[src/rtl/load_store_unit.sv]
// Data-memory access stage: aligns stores into byte lanes, extends loads, and
// runs a req/ack bus handshake with timeout, stalling the core until done.
module load_store_unit #(
  parameter int TIMEOUT_CYCLES = 255
) (
  input  logic        clk,
  input  logic        rst_n,
  input  logic        load,
  input  logic        store,
  input  logic [2:0]  func_3,
  input  logic [31:0] address,
  input  logic [31:0] store_data,
  output logic [31:0] load_data,
  output logic        stall,
  output logic        access_fault,
  output logic        mem_req,
  output logic        mem_we,
  output logic [31:0] mem_addr,
  output logic [31:0] mem_wdata,
  output logic [3:0]  mem_byte_enable,
  input  logic        mem_ack,
  input  logic [31:0] mem_rdata
);

  typedef enum logic [1:0] {
    IDLE = 2'd0,
    WAIT = 2'd1,
    DONE = 2'd2
  } state_t;

  localparam logic [7:0] LAST_WAIT = 8'(TIMEOUT_CYCLES - 1);

  state_t      state;
  logic [7:0]  wait_count;
  logic        aborted;
  logic        op_load;
  logic [2:0]  op_func_3;
  logic [1:0]  op_offset;

  logic        req_any;
  logic        req_legal;
  logic        req_misaligned;
  logic        req_valid;
  logic        req_fault;
  logic [3:0]  next_byte_enable;
  logic [31:0] next_wdata;
  logic [7:0]  lane_byte;
  logic [15:0] lane_half;
  logic [31:0] extended_rdata;

  // Request decode; a simultaneous load and store is treated as a load.
  // NOTE: every always_comb output gets a default first so no path can infer a latch.
  always_comb begin
    req_any   = load | store;
    req_legal = 1'b0;
    if (load) begin
      req_legal = func_3 inside {3'b000, 3'b001, 3'b010, 3'b100, 3'b101};
    end else if (store) begin
      req_legal = func_3 inside {3'b000, 3'b001, 3'b010};
    end

    req_misaligned = 1'b0;
    case (func_3[1:0])
      2'b01:   req_misaligned = address[0];
      2'b10:   req_misaligned = |address[1:0];
      default: req_misaligned = 1'b0;
    endcase

    req_valid = (state == IDLE) && req_any && req_legal && !req_misaligned;
    req_fault = (state == IDLE) && req_any && !(req_legal && !req_misaligned);
  end

  // Lane enables and replicated write data for the incoming request.
  always_comb begin
    next_byte_enable = 4'b1111;
    next_wdata       = store_data;
    case (func_3[1:0])
      2'b00: begin
        next_byte_enable = 4'b0001 << address[1:0];
        next_wdata       = {4{store_data[7:0]}};
      end
      2'b01: begin
        next_byte_enable = address[1] ? 4'b1100 : 4'b0011;
        next_wdata       = {2{store_data[15:0]}};
      end
      default: begin
        next_byte_enable = 4'b1111;
        next_wdata       = store_data;
      end
    endcase
  end

  // Load extraction uses the size and offset captured at request time.
  always_comb begin
    case (op_offset)
      2'd0:    lane_byte = mem_rdata[7:0];
      2'd1:    lane_byte = mem_rdata[15:8];
      2'd2:    lane_byte = mem_rdata[23:16];
      default: lane_byte = mem_rdata[31:24];
    endcase
    lane_half = op_offset[1] ? mem_rdata[31:16] : mem_rdata[15:0];

    case (op_func_3[1:0])
      2'b00:   extended_rdata = {{24{lane_byte[7] & ~op_func_3[2]}}, lane_byte};
      2'b01:   extended_rdata = {{16{lane_half[15] & ~op_func_3[2]}}, lane_half};
      default: extended_rdata = mem_rdata;
    endcase
  end

  assign stall        = req_valid || (state == WAIT);
  assign access_fault = req_fault || ((state == DONE) && aborted);

  // NOTE: sequential state uses non-blocking assignments so every flop samples pre-edge values.
  always_ff @(posedge clk) begin
    if (!rst_n) begin
      state           <= IDLE;
      wait_count      <= 8'd0;
      aborted         <= 1'b0;
      op_load         <= 1'b0;
      op_func_3       <= 3'b000;
      op_offset       <= 2'b00;
      mem_req         <= 1'b0;
      mem_we          <= 1'b0;
      mem_addr        <= 32'd0;
      mem_wdata       <= 32'd0;
      mem_byte_enable <= 4'd0;
      load_data       <= 32'd0;
    end else begin
      case (state)
        IDLE: begin
          if (req_valid) begin
            state           <= WAIT;
            wait_count      <= 8'd0;
            aborted         <= 1'b0;
            op_load         <= load;
            op_func_3       <= func_3;
            op_offset       <= address[1:0];
            mem_req         <= 1'b1;
            mem_we          <= !load;
            mem_addr        <= {address[31:2], 2'b00};
            mem_wdata       <= next_wdata;
            mem_byte_enable <= next_byte_enable;
          end
        end

        WAIT: begin
          // An ack on the timeout cycle still counts as a normal completion.
          if (mem_ack) begin
            state   <= DONE;
            mem_req <= 1'b0;
            if (op_load) begin
              load_data <= extended_rdata;
            end
          end else if (wait_count == LAST_WAIT) begin
            state   <= DONE;
            mem_req <= 1'b0;
            aborted <= 1'b1;
            if (op_load) begin
              load_data <= 32'd0;
            end
          end else begin
            wait_count <= wait_count + 8'd1;
          end
        end

        DONE: begin
          state   <= IDLE;
          aborted <= 1'b0;
        end

        default: begin
          state   <= IDLE;
          mem_req <= 1'b0;
        end
      endcase
    end
  end

endmodule
[config.mk]
export PLATFORM = sky130hd
export DESIGN_NAME = load_store_unit
export DESIGN_NICKNAME = d
export VERILOG_FILES = /design/src/rtl/load_store_unit.sv
export SDC_FILE = /design/constraint.sdc
export NUM_CORES = 1
export LEC_CHECK = 0
export BUFFER_PORTS_ARGS = -buffer_cell sky130_fd_sc_hd__buf_4
export CAP_MARGIN = 10
export CORE_MARGIN = 1.5
export CORE_UTILIZATION = 30
export CTS_BUF_LIST = sky130_fd_sc_hd__clkbuf_2 sky130_fd_sc_hd__clkbuf_4 sky130_fd_sc_hd__clkbuf_8
export DETAILED_ROUTE_END_ITERATION = 7
export MAX_ROUTING_LAYER = met4
export PLACE_DENSITY = 0.66
export SLEW_MARGIN = 20
export SYNTH_ARGS = -nofsm -noshare
export SYNTH_HDL_FRONTEND = slang
export SYNTH_SLANG_ARGS = --single-unit
[constraint.sdc]
create_clock -name clk -period 2.1 [get_ports clk]
set_input_delay 0.42 -clock clk [delete_from_list [all_inputs] [get_ports clk]]
set_output_delay 0.42 -clock clk [all_outputs]
set_load 0.1 [all_outputs]
# Yosys cells after proc, flatten, opt, wreduce, memory -nomap -nowiden
# Cells that the tools add are included.
word_totals:
  register_bits: 117
  in_bits: 104
  out_inout_bits: 104
classes:
  addsub: 1
  n_eq_ne: 17
  shift: 1
  n_mux: 29
  bitwise_logic: 5
  n_reduce_logical: 28
op_table:
  columns: ["operator", "count"]
  rows:
  - ["two-way mux 32 bit", 4]
  - ["one-hot mux 32 bit (2 select lines)", 2]
  - ["two-way mux 8 bit", 3]
  - ["one-hot mux 8 bit (3 select lines)", 1]
  - ["two-way mux 16 bit", 1]
  - ["one-hot mux 8 bit (2 select lines)", 1]
  - ["adder 8 x 1 -> 8 bit (second input constant)", 1]
  - ["equality test 2 x 1 -> 1 bit (second input constant)", 4]
  - ["equality test 8 bit (second input constant)", 1]
  - ["logical NOT 2 bit", 4]
  - ["two-way mux 1 bit", 8]
  - ["one-hot mux 4 bit (2 select lines)", 1]
  - ["AND reduction 4 bit", 2]
  - ["equality test 2 bit (second input constant)", 3]
  - ["equality test 3 bit (second input constant)", 2]
  - ["logical AND 1 bit", 6]
  - ["two-way mux 2 bit", 3]
  - ["inequality test 2 bit (second input constant)", 3]
  - ["one-hot mux 1 bit (3 select lines)", 2]
  - ["AND reduction 3 bit", 2]
  - ["nonzero test 3 bit", 2]
  - ["nonzero test 5 bit", 1]
  - ["two-way mux 4 bit", 1]
  - ["one-hot mux 2 bit (2 select lines)", 1]
  - ["15 further kinds", 22]

# Logic depth before layout (Yosys ltp)
# Gate-level depths: netlist of the first run.
depth:
  ltp_word: 8
  depth_mapped: 8
  mapped_depth_nobuf: 6

# Worst setup path after synthesis of the first run
# Ideal clock, no wire load.
synth_timing:
  path_kind: "input -> output"
  from: "input func_3[1]"
  to: "output stall"
  t_arrival_ps: 3574
  required_time_ps: 1680
  path_slack_ps: -1894
  path_stages: 7
  path_buffers: 2
  cell_sequence: "inv_1 > ha_1 > o211ai_1 > nand3_1 > clkbuf_1 > clkbuf_1 > o21ai_0"
synth_between:
  elab_chain_cells: 7
synth_lines:
  columns: ["item", "line_no", "source"]
  rows:
  - ["from (decl)", "10", "input logic [2:0] func_3,"]
  - ["equality test 3 x 1 -> 1 bit, or another cell as far along", "57, 59", null]
  - ["nonzero test 3 bit", "59", "req_legal = func_3 inside {3'b000, 3'b001, 3'b010};"]
  - ["two-way mux 1 bit", "58", "end else if (store) begin"]
  - ["two-way mux 1 bit", "56", "if (load) begin"]
  - ["logical AND 1 bit", "69", "req_valid = (state == IDLE) && req_any && req_legal && !req_misaligned;"]
  - ["logical AND 1 bit (*)", "69", null]
  - ["logical OR 1 bit (*)", "110", "assign stall = req_valid || (state == WAIT);"]
  - ["to (decl)", "14", "output logic stall,"]
# Mark *: on every way between the ends. The rest lies on a longest branch, timed or not.

# Final worst setup path of the first run
# Same ends and word-level chain as after synthesis.

==> results of run 1 <==
-- path summary, 6_finish.rpt --
| path | to | cells after the start | start | slack, ns |
|---|---|---|---|---|
| hold / removal | load_data[27] | 2 | mem_rdata[27] | 0.22 |
| setup reg to reg | load_data[21] | 4 | state[0] | 0.15 |
| hold reg to reg | load_data[1] | 1 | load_data[1] | 0.47 |
| setup / recovery | stall | 8 | func_3[1] | 0.005 |
-- cells in the mapped netlist, types with 9 or more instances --
master	count
dfxtp_1	117
a21oi_1	107
o21ai_0	56
nand3_1	53
clkbuf_1	40
nand2_1	24
a211oi_1	21
a221o_1	17
a22o_1	15
buf_2	15
inv_1	11
nor2_1	11
o22ai_1	11
nor2b_1	9
o2bb2ai_1	9
-- power by group --
part | internal (mW) | switching, mW | leakage, nW | total [mW]
Sequential | 2.34 | 0.0803 | 0.952 | 2.42
Combinational | 0.589 | 1.44 | 2.06 | 2.03
Clock | 1.45 | 0.967 | 0.221 | 2.42
Total | 4.38 | 2.49 | 3.24 | 6.87
-- metrics by stage --
step	cells	power, mW
final	1061	6.87
after global routing	1061	7.14
after CTS	1058	6.93
after detailed placement	1025	4.46
after global placement	1025	4.45
after floorplan	619	3.86
-- area by class of cell --
type	instances	share of cell area (%)
multi-input combinational	429	35.2
sequential	117	29.8
timing repair buffer	247	25.1
tap	225	3.58
clock buffer	19	3.24
clock inverter	12	2.59
inverter	12	0.572
-- cell families after synthesis --
| kind of cell | count (synthesis) |
|---|---|
| muxes | 7 |
| other | 1 |
| DFF | 117 |
| adders and majority gates | 5 |
| and+or+nand+nor | 142 |
| AOI/OAI and AO/OA | 273 |
| buffers and inverters | 73 |
-- state kept, by name (all words and copies together), names as in the netlist --
signal and count:
load_data 32, mem_wdata 32, mem_addr 30, wait_count 8
mem_byte_enable 4, op_func_3 3, op_offset 2, state 2
aborted 1, mem_req 1, mem_we 1, op_load 1
-- critical path: stages --
cell and delay [ns]:
buf_6 0.10, inv_2 0.09, ha_4 0.17, o21ai_2 0.08, a211o_1 0.33, buf_6 0.15
o21ai_4 0.14, buf_12 0.19
-- routing by layer --
layer / track usage, % / wire length (um) / up-vias
li1: - / - / 2740
met1: 25.1 / 7860 / 2688
met2: 29.6 / 8350 / 222
met3: 6.00 / 1460 / 11
met4: 5.20 / 141 / 0
met5: - / 0 / -
-- timing repair --
action,in CTS,in global routing
pin swaps,6,7
endpoints found under the setup margin,2,4
resized for setup,13,3
buffers inserted,2,3
==> load_flow_metrics.sql, run 1 <==
INSERT INTO impl_metrics (metric_group, metric, value, unit) VALUES
('finish', 'utilization', '45.4', '%'),
('synthesis', 'synth-adder-area-share', '1.17', '%'),
('synthesis', 'share_of_the_yosys_chip_area_belonging_to_registers', '43.9', '%'),
('clock_network', 'cts.clk_slew.worst_paths', '0.08', 'ns'),
('status', 'result_of_the_run', 'finished, final reports clean', ''),
('clock_network', 'max-clock-path-buffers', '2', ''),
('clock_network', 'worst_skew_pair.late_latency', '0.44', 'ns'),
('global_routing', 'globalRouteOverflowTotal', '0', ''),
('clock_network', 'cts-buffers-inserted', '17', ''),
('sta', 'rsz_0062_raised_after_global_routing', 'yes', ''),
('route', 'avgViaCountPerCell', '5.34', ''),
('finish', 'insertedDiodeCount', '0', ''),
('sta', 'fin_crit', '2.10', 'ns'),
('clock_network', 'htree_levels', '4', ''),
('sta', 'fmaxAchievable', '477', 'MHz'),
('global_routing', 'first_global_vias', '5341', ''),
('sta', 'hold_violations', '0', ''),
('finish', 'filler_cell_count', '1716', ''),
('synthesis', 'dominantRegCellSynth', 'dfxtp_1', ''),
('sta', 'transition_time_at_the_pin_with_the_least_slew_margin', '0.689', 'ns'),
('placed_design', 'weighted_congestion_reported_at_the_end_of_routability_driven_placement', '0.839', ''),
('synthesis', 'syn_area_cell', '8.63', 'sq um'),
('floorplanning', 'dieArea', '18600', 'sq um'),
('sta', 'setup_ws', '0.00469', 'ns'),
('critical_path', 'timing_worst_setup_path_type', 'in2out', ''),
('sta', 'clock_skew', '0.0105', 'ns'),
('finish', 'layout.cells.most_common', 'buf_4', ''),
('synthesis', 'yosysTopAreaCell', 'dfxtp_1', ''),
('floorplanning', 'die_width', '136', 'um'),
('placed_design', 'cell_area_placed', '7300', 'sq um'),
('route', 'wire_per_inst', '16.8', 'um'),
('synthesis', 'synthesis.yosys.warnings', '0', ''),
('synthesis', 'ys_types', '54', ''),
('floorplanning', 'io_pins', '208', ''),
('critical_path', 'worst_ep_required_time', '1.68', 'ns'),
('clock_network', 'cts.sinks', '117', ''),
('finish', 'sequential_cell_area', '2340', 'sq um'),
('critical_path', 'crit_path_max_fanout', '4', ''),
('global_routing', 'global_routing_usage_summed_across_all_routing_layers', '19.5', '%'),
('synthesis', 'synth_top_cell_area_share', '43.9', '%'),
('synthesis', 'synth_top_family_by_area', 'compound AO/OA/AOI/OAI gates', ''),
('hold_path', 'worst_hold_path_type', 'in2reg', ''),
('power', 'leakage', '3.24', 'nW'),
('synthesis', 'synth_cells', '618', ''),
('clock_network', 'ctsRootBufferMaster', 'clkbuf_8', ''),
('power', 'powerDensity', '873', 'nW/um^2'),
('synthesis', 'synth_compound_area_share', '33.0', '%'),
('route', 'route.final.wire_length', '17.8', 'mm'),
('synthesis', 'synth.top_cells.by_area', 'dfxtp_1, a21oi_1, o21ai_0, nand3_1, a221o_1', ''),
('placed_design', 'io_buffer_count', '205', ''),
('global_routing', 'grt_first_pass_wirelength', '27.7', 'mm'),
('finish', 'multi_input_comb_area', '2770', 'sq um'),
('finish', 'layout.nets', '933', ''),
('synthesis', 'synth-seq-cells', '117', ''),
('sta', 'timing.hold.ws', '0.223', 'ns'),
('sta', 'fin_tns_setup', '0', 'ns'),
('power', 'peak_ir_drop_on_the_vdd_network', '475', 'uV'),
('global_routing', 'grt_max_degree', '48', ''),
('route', 'postRouteAntennaNets', '0', ''),
('critical_path', 'critical_path.startpoint_type', 'input port', ''),
('finish', 'syn2layout_area_growth', '47.7', '%'),
('floorplanning', 'core_region_area', '17400', 'sq um'),
('clock_network', 'tritoncts', 'done', ''),
('synthesis', 'synth-simple-area-share', '14.4', '%'),
('sta', 'final_critical_path_share_of_the_clock_period', '99.8', '%'),
('sta', 'max_slew_headroom', '53.9', '%'),
('placed_design', 'detailedPlacementHpwl', '12.4', 'mm'),
('finish', 'final_area', '7870', 'sq um'),
('clock_network', 'post_cts_hold_buffer_count', '0', ''),
('route', 'num_vias', '5661', ''),
('floorplanning', 'num_rows', '48', '');
No activity file was read; power rests on OpenSTA's default activity.
==> run 2, diff against run 1 <==
BUFFER_PORTS_ARGS = -buffer_cell sky130_fd_sc_hd__buf_2   (was -buffer_cell sky130_fd_sc_hd__buf_4)
==> run 2 against run 1 <==
Effect of this change: final cell count fell by 0.38%; largest power group unchanged; critical path depth did not move; global-route usage fell by 0.50 points; register-to-register slack barely moved; via count fell by 0.83%; first-iteration DRC count fell by 12%; design area fell by 7.1%; flip-flop and latch count did not move; clock skew fell by 0.00058 ns; routed wire length fell by 3.1%; critical endpoint unchanged; clock-buffer cell count rose by 2.
==> load_flow_metrics.sql, run 2 (synthesis results as in run 1) <==
INSERT INTO impl_metrics (metric_group, metric, value, unit) VALUES
('clock_network', 'ctsRootBufferMaster', 'clkbuf_8', ''),
('clock_network', 'htree_levels', '4', ''),
('floorplanning', 'dieArea', '18600', 'sq um'),
('global_routing', 'grt_max_degree', '53', ''),
('power', 'leakage', '3.13', 'nW'),
('placed_design', 'io_buffer_count', '205', ''),
('route', 'num_vias', '5614', ''),
('sta', 'clock_skew', '0.00992', 'ns'),
('floorplanning', 'io_pins', '208', ''),
('critical_path', 'worst_path_dominant_cell_family', 'compound AO/OA/AOI/OAI gates', ''),
('critical_path', 'critical_path_cell_count', '8', ''),
('placed_design', 'placement.setup.worst_slack', '-0.166', 'ns'),
('critical_path', 'cp_cell_sequence', 'buf_12 -> inv_8 -> ha_4 -> o21ai_2 -> a211o_1 -> buf_6 -> o21ai_4 -> buf_12', ''),
('route', 'postRouteAntennaNets', '0', ''),
('floorplanning', 'initial_core_util', '30.7', '%'),
('clock_network', 'post_cts_hold_buffer_count', '0', ''),
('status', 'result_of_the_run', 'finished, final reports clean', ''),
('sta', 'fin_crit', '2.09', 'ns'),
('critical_path', 'timing.reg2reg.setup_slack', '0.15', 'ns'),
('critical_path', 'path_common_cell', 'buf_12', ''),
('sta', 'setup_ws', '0.00769', 'ns'),
('sta', 'fmaxAchievable', '478', 'MHz'),
('sta', 'final_critical_path_share_of_the_clock_period', '99.6', '%'),
('critical_path', 'crit_path_max_fanout', '4', ''),
('critical_path', 'critical-path-max-stage-delay', '0.35', 'ns'),
('clock_network', 'tritoncts', 'done', ''),
('global_routing', 'grt_first_pass_wirelength', '27.0', 'mm'),
('route', 'drtPass1Iterations', '4', ''),
('sta', 'rsz_0062_raised_after_global_routing', 'yes', ''),
('finish', 'insertedDiodeCount', '0', ''),
('critical_path', 'worstSetupEndpointType', 'primary output', ''),
('clock_network', 'cts.sinks', '117', ''),
('critical_path', 'worst-r2r-cell-count', '5', ''),
('critical_path', 'crit_buf_inv', '4', ''),
('route', 'initialDrtViolationCount', '342', ''),
('sta', 'timing.hold.ws', '0.233', 'ns'),
('critical_path', 'critPathSlowestCell', 'a211o_1', ''),
('critical_path', 'start_of_the_worst_register_to_register_path', 'op_offset[1]', ''),
('sta', 'finalSetupViolations', '0', ''),
('clock_network', 'max-clock-path-buffers', '2', ''),
('critical_path', 'critical_path.startpoint_type', 'input port', ''),
('finish', 'reg.largest.list', 'load_data: 32 flops, mem_wdata: 32 flops, mem_addr: 30 flops', ''),
('finish', 'post_route_cells_drive_above_1_share', '35.9', '%'),
('critical_path', 'r2r-end', 'load_data[17]', ''),
('finish', 'utilization', '42.1', '%'),
('global_routing', 'first_global_vias', '5315', ''),
('floorplanning', 'die_h', '136', 'um'),
('clock_network', 'cts.clk_slew.worst_paths', '0.07', 'ns'),
('clock_network', 'cts-buffers-inserted', '17', ''),
('critical_path', 'setup.worst_path.start', 'func_3[1]', ''),
('power', 'powerDensity', '902', 'nW/um^2'),
('route', 'drc', '0', ''),
('power', 'peak_ir_drop_on_the_vdd_network', '501', 'uV'),
('global_routing', 'global_routing_usage_summed_across_all_routing_layers', '19.0', '%'),
('route', 'route.final.wire_length', '17.3', 'mm'),
('floorplanning', 'core_region_area', '17400', 'sq um'),
('floorplanning', 'num_rows', '48', ''),
('critical_path', 'arrival', '1.67', 'ns'),
('sta', 'max_slew_headroom', '55.4', '%'),
('clock_network', 'worst_skew_pair.late_latency', '0.43', 'ns'),
('critical_path', 'timing_worst_setup_path_type', 'in2out', ''),
('route', 'wire_per_inst', '16.3', 'um'),
('sta', 'transition_time_at_the_pin_with_the_least_slew_margin', '0.661', 'ns'),
('route', 'avgViaCountPerCell', '5.31', ''),
('placed_design', 'detailedPlacementHpwl', '12.2', 'mm'),
('sta', 'hold_violations', '0', ''),
('finish', 'layout.nets', '930', ''),
('floorplanning', 'die_width', '136', 'um'),
('flow_run', 'maxCapViolCount', '0', ''),
('critical_path', 'worst_ep_required_time', '1.68', 'ns'),
('sta', 'finalMaxSlewViolations', '0', ''),
('placed_design', 'weighted_congestion_reported_at_the_end_of_routability_driven_placement', '0.795', ''),
('finish', 'layout.cells.most_common', 'buf_2', ''),
('finish', 'mostFrequentLayoutCells', 'buf_2, dfxtp_1, a21oi_1, o21ai_0, nand3_1', ''),
('global_routing', 'grt_antenna_before_repair', '0', ''),
('hold_path', 'worst_hold_path_type', 'in2reg', ''),
('finish', 'syn2layout_area_growth', '37.1', '%'),
('critical_path', 'critical_path.endpoint', 'stall', ''),
('global_routing', 'globalRouteOverflowTotal', '0', '');
run 2: cell types whose count changed in the layout (fill, tap and decap cells not counted), sizes merged:
cell,change
buf,-3
bufinv,-1
clkbuf,+2
clkinv,+1
clkinvlp,-3
run 2: layout make-up:
cell class | instances | area [sq um]
Clock buffer | 21 | 277
Clock inverter | 9 | 153
Fill cell | 1732 | 10000
Inverter | 12 | 57.6
Multi-Input combinational cell | 429 | 2780
Sequential cell | 117 | 2340
Tap cell | 225 | 282
Timing Repair Buffer | 244 | 1420
run 2: report_power, final:
part | switching (mW) | internal (mW) | total, mW
clock | 0.909 | 1.37 | 2.28
sequential | 0.0726 | 2.34 | 2.41
combinational | 1.44 | 0.465 | 1.90
total | 2.42 | 4.17 | 6.59
run 2: worst register-to-register path, stage by stage, from the launching register on:
cell and delay (ns):
dfxtp_1 0.36, buf_4 0.21, clkinv_1 0.18, o311ai_0 0.27, a211oi_4 0.67, a221o_1 0.21
run 2: worst min-delay path by stage:
stage,from,endpoint,depth (start not counted)
after global placement,load_data[2],load_data[2],1
after detailed placement,load_data[2],load_data[2],1
after floorplan,wait_count[7],wait_count[7],2
final,address[7],mem_addr[7],3
after CTS,address[2],mem_addr[2],3
after global routing,address[27],mem_addr[27],3
run 2: what timing repair did:
item,4_1_cts,5_1_grt
setup endpoints to repair,2,6
hold endpoints to repair,0,0
pin swaps,1,9
setup buffers,0,3
gates resized for setup,2,19
run 2: stage by stage:
| step | total power, mW | area, sq um | setup TNS, ns | instances |
|---|---|---|---|---|
| 2_1_floorplan | 3.86 | 5410 | -0.486 | 619 |
| 3_3_place_gp | 4.33 | 6790 | -1.46 | 1024 |
| 3_5_place_dp | 4.34 | 6790 | -2.58 | 1024 |
| 4_1_cts | 6.64 | 7230 | -0.0402 | 1054 |
| 5_1_grt | 6.88 | 7310 | -0.0484 | 1057 |
| 6_report | 6.59 | 7310 | 0 | 1057 |
run 2: metal layers:
layer | vias to the layer above | track usage (%) | part of all wire [%]
li1 | 2725 | - | -
met1 | 2639 | 23.6 | 44
met2 | 230 | 29.9 | 47
met3 | 20 | 5.52 | 7.9
met4 | 0 | 5.73 | 1.1
met5 | - | - | 0
